## config.mk

```make
export PLATFORM = sky130hd
export DESIGN_NAME = store_buffer_flat
export DESIGN_NICKNAME = d
export VERILOG_FILES = /design/src/rtl/store_buffer_if.sv /design/src/rtl/store_buffer.sv /design/src/flat_wrapper.sv
export SDC_FILE = /design/constraint.sdc
export NUM_CORES = 1
export LEC_CHECK = 0
export ABC_CLOCK_PERIOD_IN_PS = 4400
export CAP_MARGIN = 20
export CORE_ASPECT_RATIO = 1.4
export CORE_MARGIN = 3
export CORE_UTILIZATION = 59
export CTS_CLUSTER_DIAMETER = 200
export DETAILED_ROUTE_END_ITERATION = 10
export PLACE_DENSITY = 0.88
export SYNTH_ARGS = -nofsm -noshare
export SYNTH_HDL_FRONTEND = slang
export SYNTH_SLANG_ARGS = --single-unit
```

## constraint.sdc

```tcl
create_clock -name clk -period 4.4 [get_ports clk]
set_input_delay 0.66 -clock clk [delete_from_list [all_inputs] [get_ports clk]]
set_output_delay 0.66 -clock clk [all_outputs]
set_load 0.05 [all_outputs]
```

## src/rtl/store_buffer_if.sv

```systemverilog
// Store-buffer bus bundle: MEM-stage store request, load-hazard probe,
// the Data Memory drain handshake and occupancy status.
interface store_buffer_if #(
  parameter int DEPTH = 4,
  parameter int CNT_W = $clog2(DEPTH) + 1
);
  logic             st_valid;
  logic [1:0]       st_type;
  logic [31:0]      st_addr;
  logic [31:0]      st_data;
  logic             st_ready;
  logic             misalign;
  logic             mem_req;
  logic [31:0]      mem_addr;
  logic [31:0]      mem_wdata;
  logic [3:0]       mem_wbe;
  logic             mem_ack;
  logic [31:0]      ld_addr;
  logic             ld_hit;
  logic             empty;
  logic [CNT_W-1:0] count;

  // store buffer side
  modport slave (
    input  st_valid, st_type, st_addr, st_data, mem_ack, ld_addr,
    output st_ready, misalign, mem_req, mem_addr, mem_wdata, mem_wbe,
           ld_hit, empty, count
  );

  // pipeline / memory side
  modport master (
    output st_valid, st_type, st_addr, st_data, mem_ack, ld_addr,
    input  st_ready, misalign, mem_req, mem_addr, mem_wdata, mem_wbe,
           ld_hit, empty, count
  );
endinterface

```

## src/rtl/store_buffer.sv

```systemverilog
// Store buffer: formats SB/SH/SW into word address + replicated data + byte
// enables, queues them in a circular FIFO and drains to Data Memory with a
// req/ack handshake. Flags misaligned stores and load-after-store hits.
module store_buffer #(
  parameter int DEPTH = 4,
  parameter int CNT_W = $clog2(DEPTH) + 1
) (
  input  logic          clk,
  input  logic          rst,
  store_buffer_if.slave sb
);
  localparam int PTR_W = $clog2(DEPTH);

  typedef struct packed {
    logic [29:0] waddr;
    logic [31:0] wdata;
    logic [3:0]  wbe;
  } entry_t;

  typedef enum logic {IDLE, ISSUE} state_t;

  entry_t           ent_q [DEPTH];
  logic [DEPTH-1:0] vld_q, vld_d;
  logic [PTR_W-1:0] wr_q, wr_d, rd_q, rd_d;
  logic [CNT_W-1:0] cnt_q, cnt_d;
  state_t           state_q, state_d;
  logic             mis_q, mis_d;

  entry_t     ent_d;
  logic       bad_align;
  logic       accept, push, pop, req;
  logic [1:0] a;

  // ready looks only at registered occupancy, so a same-cycle pop never
  // opens a slot while full
  assign sb.st_ready = (cnt_q < CNT_W'(DEPTH));
  assign accept      = sb.st_valid && (sb.st_type != 2'b00) && sb.st_ready;
  assign push        = accept && !bad_align;
  assign req         = (state_q == ISSUE);
  assign pop         = req && sb.mem_ack;
  assign a           = sb.st_addr[1:0];

  // lane formatting and alignment check of the incoming store
  always_comb begin
    ent_d       = '0;
    bad_align   = 1'b0;
    ent_d.waddr = sb.st_addr[31:2];
    unique case (sb.st_type)
      2'b01: begin
        ent_d.wbe   = 4'b0001 << a;
        ent_d.wdata = {4{sb.st_data[7:0]}};
      end
      2'b10: begin
        bad_align   = a[0];
        ent_d.wbe   = a[1] ? 4'b1100 : 4'b0011;
        ent_d.wdata = {2{sb.st_data[15:0]}};
      end
      2'b11: begin
        bad_align   = (a != 2'b00);
        ent_d.wbe   = 4'b1111;
        ent_d.wdata = sb.st_data;
      end
      default: ;
    endcase
  end

  // pointer, occupancy and per-slot valid next state
  always_comb begin
    wr_d  = wr_q;
    rd_d  = rd_q;
    cnt_d = cnt_q;
    vld_d = vld_q;
    mis_d = accept && bad_align;
    if (pop) begin
      rd_d        = rd_q + PTR_W'(1);
      vld_d[rd_q] = 1'b0;
    end
    if (push) begin
      wr_d        = wr_q + PTR_W'(1);
      vld_d[wr_q] = 1'b1;
    end
    unique case ({push, pop})
      2'b10:   cnt_d = cnt_q + CNT_W'(1);
      2'b01:   cnt_d = cnt_q - CNT_W'(1);
      default: cnt_d = cnt_q;
    endcase
  end

  // drain FSM next state: issue while anything is buffered
  always_comb begin
    state_d = state_q;
    unique case (state_q)
      IDLE:    if (cnt_d != '0) state_d = ISSUE;
      ISSUE:   if (pop && cnt_d == '0) state_d = IDLE;
      default: state_d = IDLE;
    endcase
  end

  // control state registers
  always_ff @(posedge clk or posedge rst) begin
    if (rst) begin
      wr_q    <= '0;
      rd_q    <= '0;
      cnt_q   <= '0;
      vld_q   <= '0;
      mis_q   <= 1'b0;
      state_q <= IDLE;
    end else begin
      wr_q    <= wr_d;
      rd_q    <= rd_d;
      cnt_q   <= cnt_d;
      vld_q   <= vld_d;
      mis_q   <= mis_d;
      state_q <= state_d;
    end
  end

  // entry storage; contents are meaningless unless the slot is valid
  always_ff @(posedge clk) begin
    if (push) ent_q[wr_q] <= ent_d;
  end

  // load hazard: word-address match against any valid slot
  always_comb begin
    sb.ld_hit = 1'b0;
    for (int i = 0; i < DEPTH; i++)
      if (vld_q[i] && ent_q[i].waddr == sb.ld_addr[31:2]) sb.ld_hit = 1'b1;
  end

  assign sb.mem_req   = req;
  assign sb.mem_addr  = req ? {ent_q[rd_q].waddr, 2'b00} : 32'h0;
  assign sb.mem_wdata = req ? ent_q[rd_q].wdata : 32'h0;
  assign sb.mem_wbe   = req ? ent_q[rd_q].wbe : 4'h0;
  assign sb.misalign  = mis_q;
  assign sb.empty     = (cnt_q == '0);
  assign sb.count     = cnt_q;
endmodule
```

## src/flat_wrapper.sv

```systemverilog
// flat-port wrapper written by rule: the top's interface ports become plain ports
module store_buffer_flat 
#(
  parameter int DEPTH = 4,
  parameter int CNT_W = $clog2(DEPTH) + 1
)
  (clk, rst, sb_st_valid, sb_st_type, sb_st_addr, sb_st_data, sb_mem_ack, sb_ld_addr, sb_st_ready, sb_misalign, sb_mem_req, sb_mem_addr, sb_mem_wdata, sb_mem_wbe, sb_ld_hit, sb_empty, sb_count);
  store_buffer_if #(.DEPTH(DEPTH), .CNT_W(CNT_W)) sb_i ();
  input  logic clk;
  input  logic rst;
  input wire logic [$bits(sb_i.st_valid)-1:0] sb_st_valid;
  input wire logic [$bits(sb_i.st_type)-1:0] sb_st_type;
  input wire logic [$bits(sb_i.st_addr)-1:0] sb_st_addr;
  input wire logic [$bits(sb_i.st_data)-1:0] sb_st_data;
  input wire logic [$bits(sb_i.mem_ack)-1:0] sb_mem_ack;
  input wire logic [$bits(sb_i.ld_addr)-1:0] sb_ld_addr;
  output wire logic [$bits(sb_i.st_ready)-1:0] sb_st_ready;
  output wire logic [$bits(sb_i.misalign)-1:0] sb_misalign;
  output wire logic [$bits(sb_i.mem_req)-1:0] sb_mem_req;
  output wire logic [$bits(sb_i.mem_addr)-1:0] sb_mem_addr;
  output wire logic [$bits(sb_i.mem_wdata)-1:0] sb_mem_wdata;
  output wire logic [$bits(sb_i.mem_wbe)-1:0] sb_mem_wbe;
  output wire logic [$bits(sb_i.ld_hit)-1:0] sb_ld_hit;
  output wire logic [$bits(sb_i.empty)-1:0] sb_empty;
  output wire logic [$bits(sb_i.count)-1:0] sb_count;
  assign sb_i.st_valid = sb_st_valid;
  assign sb_i.st_type = sb_st_type;
  assign sb_i.st_addr = sb_st_addr;
  assign sb_i.st_data = sb_st_data;
  assign sb_i.mem_ack = sb_mem_ack;
  assign sb_i.ld_addr = sb_ld_addr;
  assign sb_st_ready = sb_i.st_ready;
  assign sb_misalign = sb_i.misalign;
  assign sb_mem_req = sb_i.mem_req;
  assign sb_mem_addr = sb_i.mem_addr;
  assign sb_mem_wdata = sb_i.mem_wdata;
  assign sb_mem_wbe = sb_i.mem_wbe;
  assign sb_ld_hit = sb_i.ld_hit;
  assign sb_empty = sb_i.empty;
  assign sb_count = sb_i.count;
  store_buffer #(.DEPTH(DEPTH), .CNT_W(CNT_W)) u_core (.clk(clk), .rst(rst), .sb(sb_i));
endmodule
```

==> results of run 1 <==
-- synth_stat cells --
master | n | area, um2
edfxtp_1 | 264 | 7930
xnor2_1 | 80 | 701
and2_1 | 71 | 444
mux4_2 | 66 | 1490
xor2_1 | 45 | 394
clkbuf_1 | 27 | 101
nand4_1 | 25 | 156
nand2_1 | 18 | 67.6
mux2i_1 | 17 | 170
o21ai_0 | 17 | 85.1
nor4_1 | 16 | 100
a21oi_1 | 13 | 65.1
dfrtp_1 | 13 | 325
inv_1 | 13 | 48.8
ha_1 | 9 | 113
a22o_1 | 8 | 70.1
buf_2 | 8 | 40.0
nor2b_1 | 8 | 50.1
a21o_1 | 5 | 37.5
buf_1 | 4 | 15.0
buf_12 | 4 | 80.1
buf_4 | 4 | 30.0
nand3_1 | 3 | 15.0
nor2_1 | 3 | 11.3
and2b_1 | 2 | 15.0
buf_6 | 2 | 22.5
and4bb_1 | 1 | 12.5
conb_1 | 1 | 3.75
fa_1 | 1 | 20.0
nor2_2 | 1 | 6.26
nor3_1 | 1 | 5.00
nor3b_1 | 1 | 7.51
or4_1 | 1 | 7.51
-- area by class of cell --
class                      instances  area share, %
sequential                       277           53.3
multi-input combinational        414           26.1
timing repair buffer             188           12.3
clock buffer                      31           4.24
tap                              256           2.07
clock inverter                    15           1.63
inverter                          13          0.315
-- through the flow --
| step | hold slack, ns | worst slack (ns) |
|---|---|---|
| 6_report | 0.488 | 0.392 |
| 5_1_grt | 0.527 | 0.338 |
| 4_1_cts | 0.494 | 0.417 |
| 3_5_place_dp | 0.476 | 0.433 |
| 3_3_place_gp | 0.472 | 0.400 |
| 2_1_floorplan | 0.449 | 1.17 |
-- state kept, by name, indices dropped and copies added, names as in the netlist --
register,count
u_core.sb.misalign,1
u_core.sb.count,3
u_core.vld_q,4
u_core.sb.mem_req,1
u_core.wr_q,2
u_core.rd_q,2
u_core.ent_q,264
-- critical path, delay by kind of cell --
family	cells	cell delay [ns]
XOR/XNOR	1	0.41
AND/OR/NAND/NOR	4	0.93
buffers and inverters	2	1.34
-- kinds of logic after synthesis --
family          Yosys count
xor+xnor                125
simple gates            151
compound gates           43
flops                   277
buf+inv                  62
other cells               1
mux                      83
fa+ha+maj                10
-- final timing paths --
| path | startpoint | end | slack [ns] | depth (start not counted) |
|---|---|---|---|---|
| min in group clk | u_core.vld_q[2] | u_core.vld_q[2] | 0.49 | 1 |
| worst max register to register | u_core.sb.mem_req | u_core.sb.mem_req | 1.68 | 8 |
| worst min register to register | u_core.vld_q[2] | u_core.vld_q[2] | 0.49 | 1 |
| max in group asynchronous | rst | u_core.rd_q[0] | 3.51 | 2 |
| worst max-delay path | sb_ld_addr[16] | sb_ld_hit | 0.39 | 7 |
| worst min-delay path | rst | u_core.sb.count[1] | 0.49 | 2 |
-- placed cells by master (no fill, tap or decap), types with 7 or more instances in the layout --
cell             count
a21oi_1             13
a22o_1               8
and2_1              67
buf_4                9
bufinv_16            7
clkbuf_16           25
clkdlybuf4s50_1    172
dfrtp_1             10
edfxtp_1           264
ha_1                 9
inv_1               13
mux2i_1             17
mux4_2              66
nand2_1             18
nand4_1             25
nor2b_1              8
nor4_1              16
o21ai_0             17
xnor2_1             80
xor2_1              45
-- power groups by stage --
| stage | clock [mW] | combinational, mW | sequential [mW] |
|---|---|---|---|
| 2_1_floorplan | 0 | 3.39 | 3.37 |
| 5_1_grt | 2.51 | 5.02 | 3.42 |
| 3_5_place_dp | 0 | 4.80 | 3.46 |
| 6_report | 2.38 | 4.79 | 3.40 |
| 3_3_place_gp | 0 | 4.76 | 3.43 |
| 4_1_cts | 2.41 | 4.84 | 3.40 |
-- layer usage --
metal	routed length [um]	track usage (%)	vias to the layer above
li1	-	-	3187
met1	10200	30.3	3575
met2	15800	46.4	420
met3	2240	3.87	79
met4	1410	9.88	0
met5	0	0	-
==> flow_metrics.env, run 1 <==
export IMPL_status="completed"
export IMPL_buffer_ports_inserted=173
export IMPL_fmax_ghz=0.249
export IMPL_place_congestion=0.945
export IMPL_cts_setup_buffers=0
export IMPL_total_leakage_power_nw=5.17
export IMPL_num_vias=7261
export IMPL_netlist_instances=752
export IMPL_detailedPlacementHpwl_mm=20.6
export IMPL_postCtsHoldBufs=0
export IMPL_globalRouteOverflowTotal=0
export IMPL_worstPathArrival_ns=3.35
export IMPL_power_switching_share_pct=38.5
export IMPL_combined_area_of_the_multi_input_logic_cells_um2=4050
export IMPL_endpoint_kind="output pin"
export IMPL_fin_skew_ns=0.00955
export IMPL_power_clock_fraction_pct=22.5
export IMPL_yosys_mux_area_fraction_pct=13.1
export IMPL_final_min_period_over_clock_period_pct=91.1
export IMPL_transition_at_the_pin_with_the_smallest_max_transition_slack_ns=0.879
export IMPL_dp_cells=1148
export IMPL_cts_tree="done"
export IMPL_rsz0062_at_grt="false"
export IMPL_post_route_util_pct=74.6
export IMPL_mappedNetlistArea_um2=12600
export IMPL_synthSimpleGateAreaFrac_pct=7.11
export IMPL_syn_warnings=0
export IMPL_total_routed_length_mm=29.7
export IMPL_largest_net_degree_at_the_start_of_global_routing=43
export IMPL_post_dp_cell_area_um2=14600
export IMPL_track_usage_pct=25.5
export IMPL_setup_violating_endpoint_count_in_the_final_report=0
export IMPL_clock_network_latency_to_the_later_pin_of_the_worst_skew_pair_ns=0.51
export IMPL_global_route_wire_length_before_repair_mm=43.8
export IMPL_power_share_combinational_pct=45.3
export IMPL_final_max_slew_violation_count=0
export IMPL_p_seq_share_pct=32.1
export IMPL_clock_sinks=277
export IMPL_p_int_mw=6.50
export IMPL_ys_seq_area_share_pct=65.3
export IMPL_critical_path_most_common_cell="nand4_1"
export IMPL_worst_setup_hold_path_clk_slew_ns=0.07
export IMPL_cts_buffers_inserted=25
export IMPL_power_per_cell_area_nw_per_um2=682
export IMPL_syn_to_final_growth_pct=22.7
export IMPL_vdd_drop_max_mv=0.666
export IMPL_die_y_um=179
export IMPL_cap_viol_max_count=0
export IMPL_floorplan_initialDensity_pct=60.8
export IMPL_post_route_min_period_ns=4.01
export IMPL_worstPathCellList="clkdlybuf4s50_1 > xnor2_1 > nand4_1 > nor4_1 > nand4_1 > nand4_1 > clkdlybuf4s50_1"
export IMPL_slew_margin_rel_pct=41.4
export IMPL_drt_drc_violations_left=0
export IMPL_final_design_area_no_fill_um2=15500
export IMPL_drt_first_iter_violations=625
export IMPL_std_cell_rows=62
export IMPL_final_fill_count=1217
export IMPL_totalNegativeSetupSlack_ns=0
export IMPL_sequential_cell_area_um2=8260
export IMPL_die_x_extent_um=130
export IMPL_post_cts_resized_instances=0
export IMPL_timing_critical_path_slowest_cell_delay_ns=0.81
export IMPL_io_pins=178
export IMPL_cts_path_max_buffers=3
export IMPL_core_area_um2=20800
export IMPL_finalHoldViolations=0
export IMPL_clk_root_buffer_cell="clkbuf_16"
export IMPL_crit_path_top_delay_cell="clkdlybuf4s50_1"
export IMPL_net_switching_component_of_the_power_mw=4.07
export IMPL_finish_cell_count_without_fillers=1194
export IMPL_combinational_family_with_the_most_area_after_synthesis="multiplexers"
export IMPL_yosys_register_bits=277
export IMPL_antenna_diode_count=0
export IMPL_drive_above_1_share_pct=13.6
export IMPL_antenna_found_initial=0
export IMPL_post_drt_wl_per_cell_um=24.9
export IMPL_antenna_left=0
export IMPL_synthAdderAreaFrac_pct=1.05
export IMPL_worstPathRequired_ns=3.74
export IMPL_total_power_mw=10.6
export IMPL_synth_area_in_compound_gates_pct=2.04
export IMPL_syn_area_per_cell_um2=16.8
export IMPL_ys_types=33
export IMPL_viasPerCell=6.08
export IMPL_timing_critical_path_from_type="input port"
export IMPL_fp_dieArea_um2=23200
export IMPL_critical_path_type="input port to output pin"
export IMPL_parity_gate_share_of_the_synthesized_area_counting_xor_and_xnor_cells_pct=8.67
export IMPL_drt_pre_antenna_iters=5
export IMPL_htree_num_levels=1
export IMPL_vias_in_the_first_global_route=7506
export IMPL_path_max_fanout=4
export IMPL_nNetsFinal=1031
export IMPL_holdCritPathClass="input port to async pin"
(Power assumes the default switching activity.)
==> run 2: changes to the inputs <==
--- a/config.mk
+++ b/config.mk
@@ -5,7 +5,7 @@
 export SDC_FILE = /design/constraint.sdc
 export NUM_CORES = 1
 export LEC_CHECK = 0
-export ABC_CLOCK_PERIOD_IN_PS = 4400
+export ABC_CLOCK_PERIOD_IN_PS = 5030
 export CAP_MARGIN = 20
 export CORE_ASPECT_RATIO = 1.4
 export CORE_MARGIN = 3
==> constraint.sdc (replaced) <==
create_clock -name clk -period 5.03 [get_ports clk]
set_input_delay 0.7545 -clock clk [delete_from_list [all_inputs] [get_ports clk]]
set_output_delay 0.7545 -clock clk [all_outputs]
set_load 0.05 [all_outputs]
==> flow_metrics.env, run 2 (same netlist as run 1, synthesis figures left out) <==
export IMPL_status="completed"
export IMPL_rsz0062_at_grt="false"
export IMPL_reg2reg_to="u_core.sb.mem_req"
export IMPL_final_min_period_over_clock_period_pct=82.1
export IMPL_post_drt_wl_per_cell_um=24.5
export IMPL_track_usage_pct=25.2
export IMPL_fp_dieArea_um2=23200
export IMPL_total_leakage_power_nw=5.10
export IMPL_drt_pre_antenna_iters=5
export IMPL_timing_critical_path_from_type="input port"
export IMPL_holdCritPathClass="flop to flop"
export IMPL_timing_critical_path_slowest_cell_delay_ns=0.81
export IMPL_cts_buffers_inserted=25
export IMPL_path_max_fanout=4
export IMPL_rrSetupSlack_ns=2.28
export IMPL_antenna_diode_count=0
export IMPL_worstPathRequired_ns=4.28
export IMPL_total_routed_length_mm=29.1
export IMPL_nNetsFinal=1027
export IMPL_final_cell_mix="edfxtp_1 (264), clkdlybuf4s50_1 (172), xnor2_1 (80), and2_1 (67), mux4_2 (66)"
export IMPL_fin_skew_ns=0.00984
export IMPL_drt_first_iter_violations=601
export IMPL_worst_setup_hold_path_clk_slew_ns=0.06
export IMPL_largest_register_ffs=264
export IMPL_floorplan_initialDensity_pct=60.8
export IMPL_clk_root_buffer_cell="clkbuf_16"
export IMPL_totalNegativeSetupSlack_ns=0
export IMPL_largest_net_degree_at_the_start_of_global_routing=59
export IMPL_core_area_um2=20800
export IMPL_rr_worst_depth=8
export IMPL_endpoint="sb_ld_hit"
export IMPL_final_max_slew_violation_count=0
export IMPL_htree_num_levels=1
export IMPL_cts_setup_buffers=0
export IMPL_final_hold_slack_ns=0.489
export IMPL_drt_drc_violations_left=0
export IMPL_slew_margin_rel_pct=41.2
export IMPL_io_pins=178
export IMPL_buffer_ports_inserted=173
export IMPL_globalRouteOverflowTotal=0
export IMPL_transition_at_the_pin_with_the_smallest_max_transition_slack_ns=0.882
export IMPL_worstPathArrival_ns=3.37
export IMPL_num_vias=7230
export IMPL_post_route_util_pct=73.9
export IMPL_global_route_wire_length_before_repair_mm=43.5
export IMPL_critical_path_most_common_cell="nand4_1"
export IMPL_fmax_ghz=0.242
export IMPL_post_cts_resized_instances=0
export IMPL_place_congestion=0.961
export IMPL_power_per_cell_area_nw_per_um2=586
export IMPL_layout_commonest_cell="edfxtp_1"
export IMPL_setup_violating_endpoint_count_in_the_final_report=0
export IMPL_die_x_extent_um=130
export IMPL_critical_path_type="input port to output pin"
export IMPL_setup_worst_path_start="sb_ld_addr[16]"
export IMPL_antenna_left=0
export IMPL_cts_path_max_buffers=3
export IMPL_vdd_drop_max_mv=0.709
export IMPL_worstReg2RegStart="u_core.sb.mem_req"
export IMPL_register_with_the_most_flip_flops="u_core.ent_q"
export IMPL_cts_tree="done"
export IMPL_post_route_min_period_ns=4.13
export IMPL_endpoint_kind="output pin"
export IMPL_detailedPlacementHpwl_mm=19.7
export IMPL_clock_sinks=277
export IMPL_viasPerCell=6.08
export IMPL_worstPathCellList="clkdlybuf4s50_1 > xnor2_1 > nand4_1 > nor4_1 > nand4_1 > nand4_1 > clkdlybuf4s50_1"
export IMPL_postCtsHoldBufs=0
export IMPL_clock_network_latency_to_the_later_pin_of_the_worst_skew_pair_ns=0.51
export IMPL_drive_above_1_share_pct=13.0
export IMPL_syn_to_final_growth_pct=21.7
export IMPL_die_y_um=179
export IMPL_finalHoldViolations=0
export IMPL_std_cell_rows=62
export IMPL_crit_path_top_delay_cell="clkdlybuf4s50_1"
export IMPL_vias_in_the_first_global_route=7599
export IMPL_antenna_found_initial=0
export IMPL_cap_viol_max_count=0
run 2: worst min path at each step:
stage | from | to | cells after the start
finish | u_core.vld_q[3] | u_core.vld_q[3] | 1
global route | u_core.vld_q[3] | u_core.vld_q[3] | 1
CTS | u_core.vld_q[2] | u_core.vld_q[2] | 1
detailed placement | u_core.vld_q[2] | u_core.vld_q[2] | 1
global placement | u_core.vld_q[2] | u_core.vld_q[2] | 1
floorplan | u_core.vld_q[0] | u_core.vld_q[0] | 1
run 2: critical path: cells and delay by family:
family / cells / cell delay (ns)
buffers and inverters: 2 / 1.34
AND/OR/NAND/NOR: 4 / 0.89
XOR/XNOR: 1 / 0.37
run 2: metrics by stage:
step | area (um2) | total power [mW] | setup slack, ns | instances
2_1_floorplan | 12600 | 5.91 | 1.71 | 753
3_3_place_gp | 14600 | 7.17 | 0.923 | 1144
3_5_place_dp | 14600 | 7.19 | 0.907 | 1144
4_1_cts | 15400 | 9.10 | 0.924 | 1189
5_1_grt | 15400 | 9.37 | 0.793 | 1189
6_report | 15400 | 9.02 | 0.902 | 1189
run 2: power breakdown:
group          leakage [nW]  total, mW  internal [mW]  switching (mW)
Sequential             2.55       2.97           2.76           0.209
Combinational          2.16       4.16           1.62            2.54
Clock                 0.393       1.89           1.10           0.786
run 2: per-layer routing:
layer | part of all wire (%) | GRT usage, % | vias up
met3 | 6.8 | 3.70 | 84
met2 | 52 | 45.0 | 342
li1 | - | - | 3188
met5 | 0 | 0 | -
met4 | 4.9 | 10.7 | 0
met1 | 36 | 30.4 | 3616
run 2: final cells by class:
| cell class | instances | area, um2 |
|---|---|---|
| Sequential cell | 277 | 8260 |
| Clock buffer | 35 | 683 |
| Fill cell | 1216 | 5420 |
| Tap cell | 256 | 320 |
| Timing Repair Buffer | 184 | 1880 |
| Inverter | 13 | 48.8 |
| Clock inverter | 10 | 125 |
| Multi-Input combinational cell | 414 | 4050 |
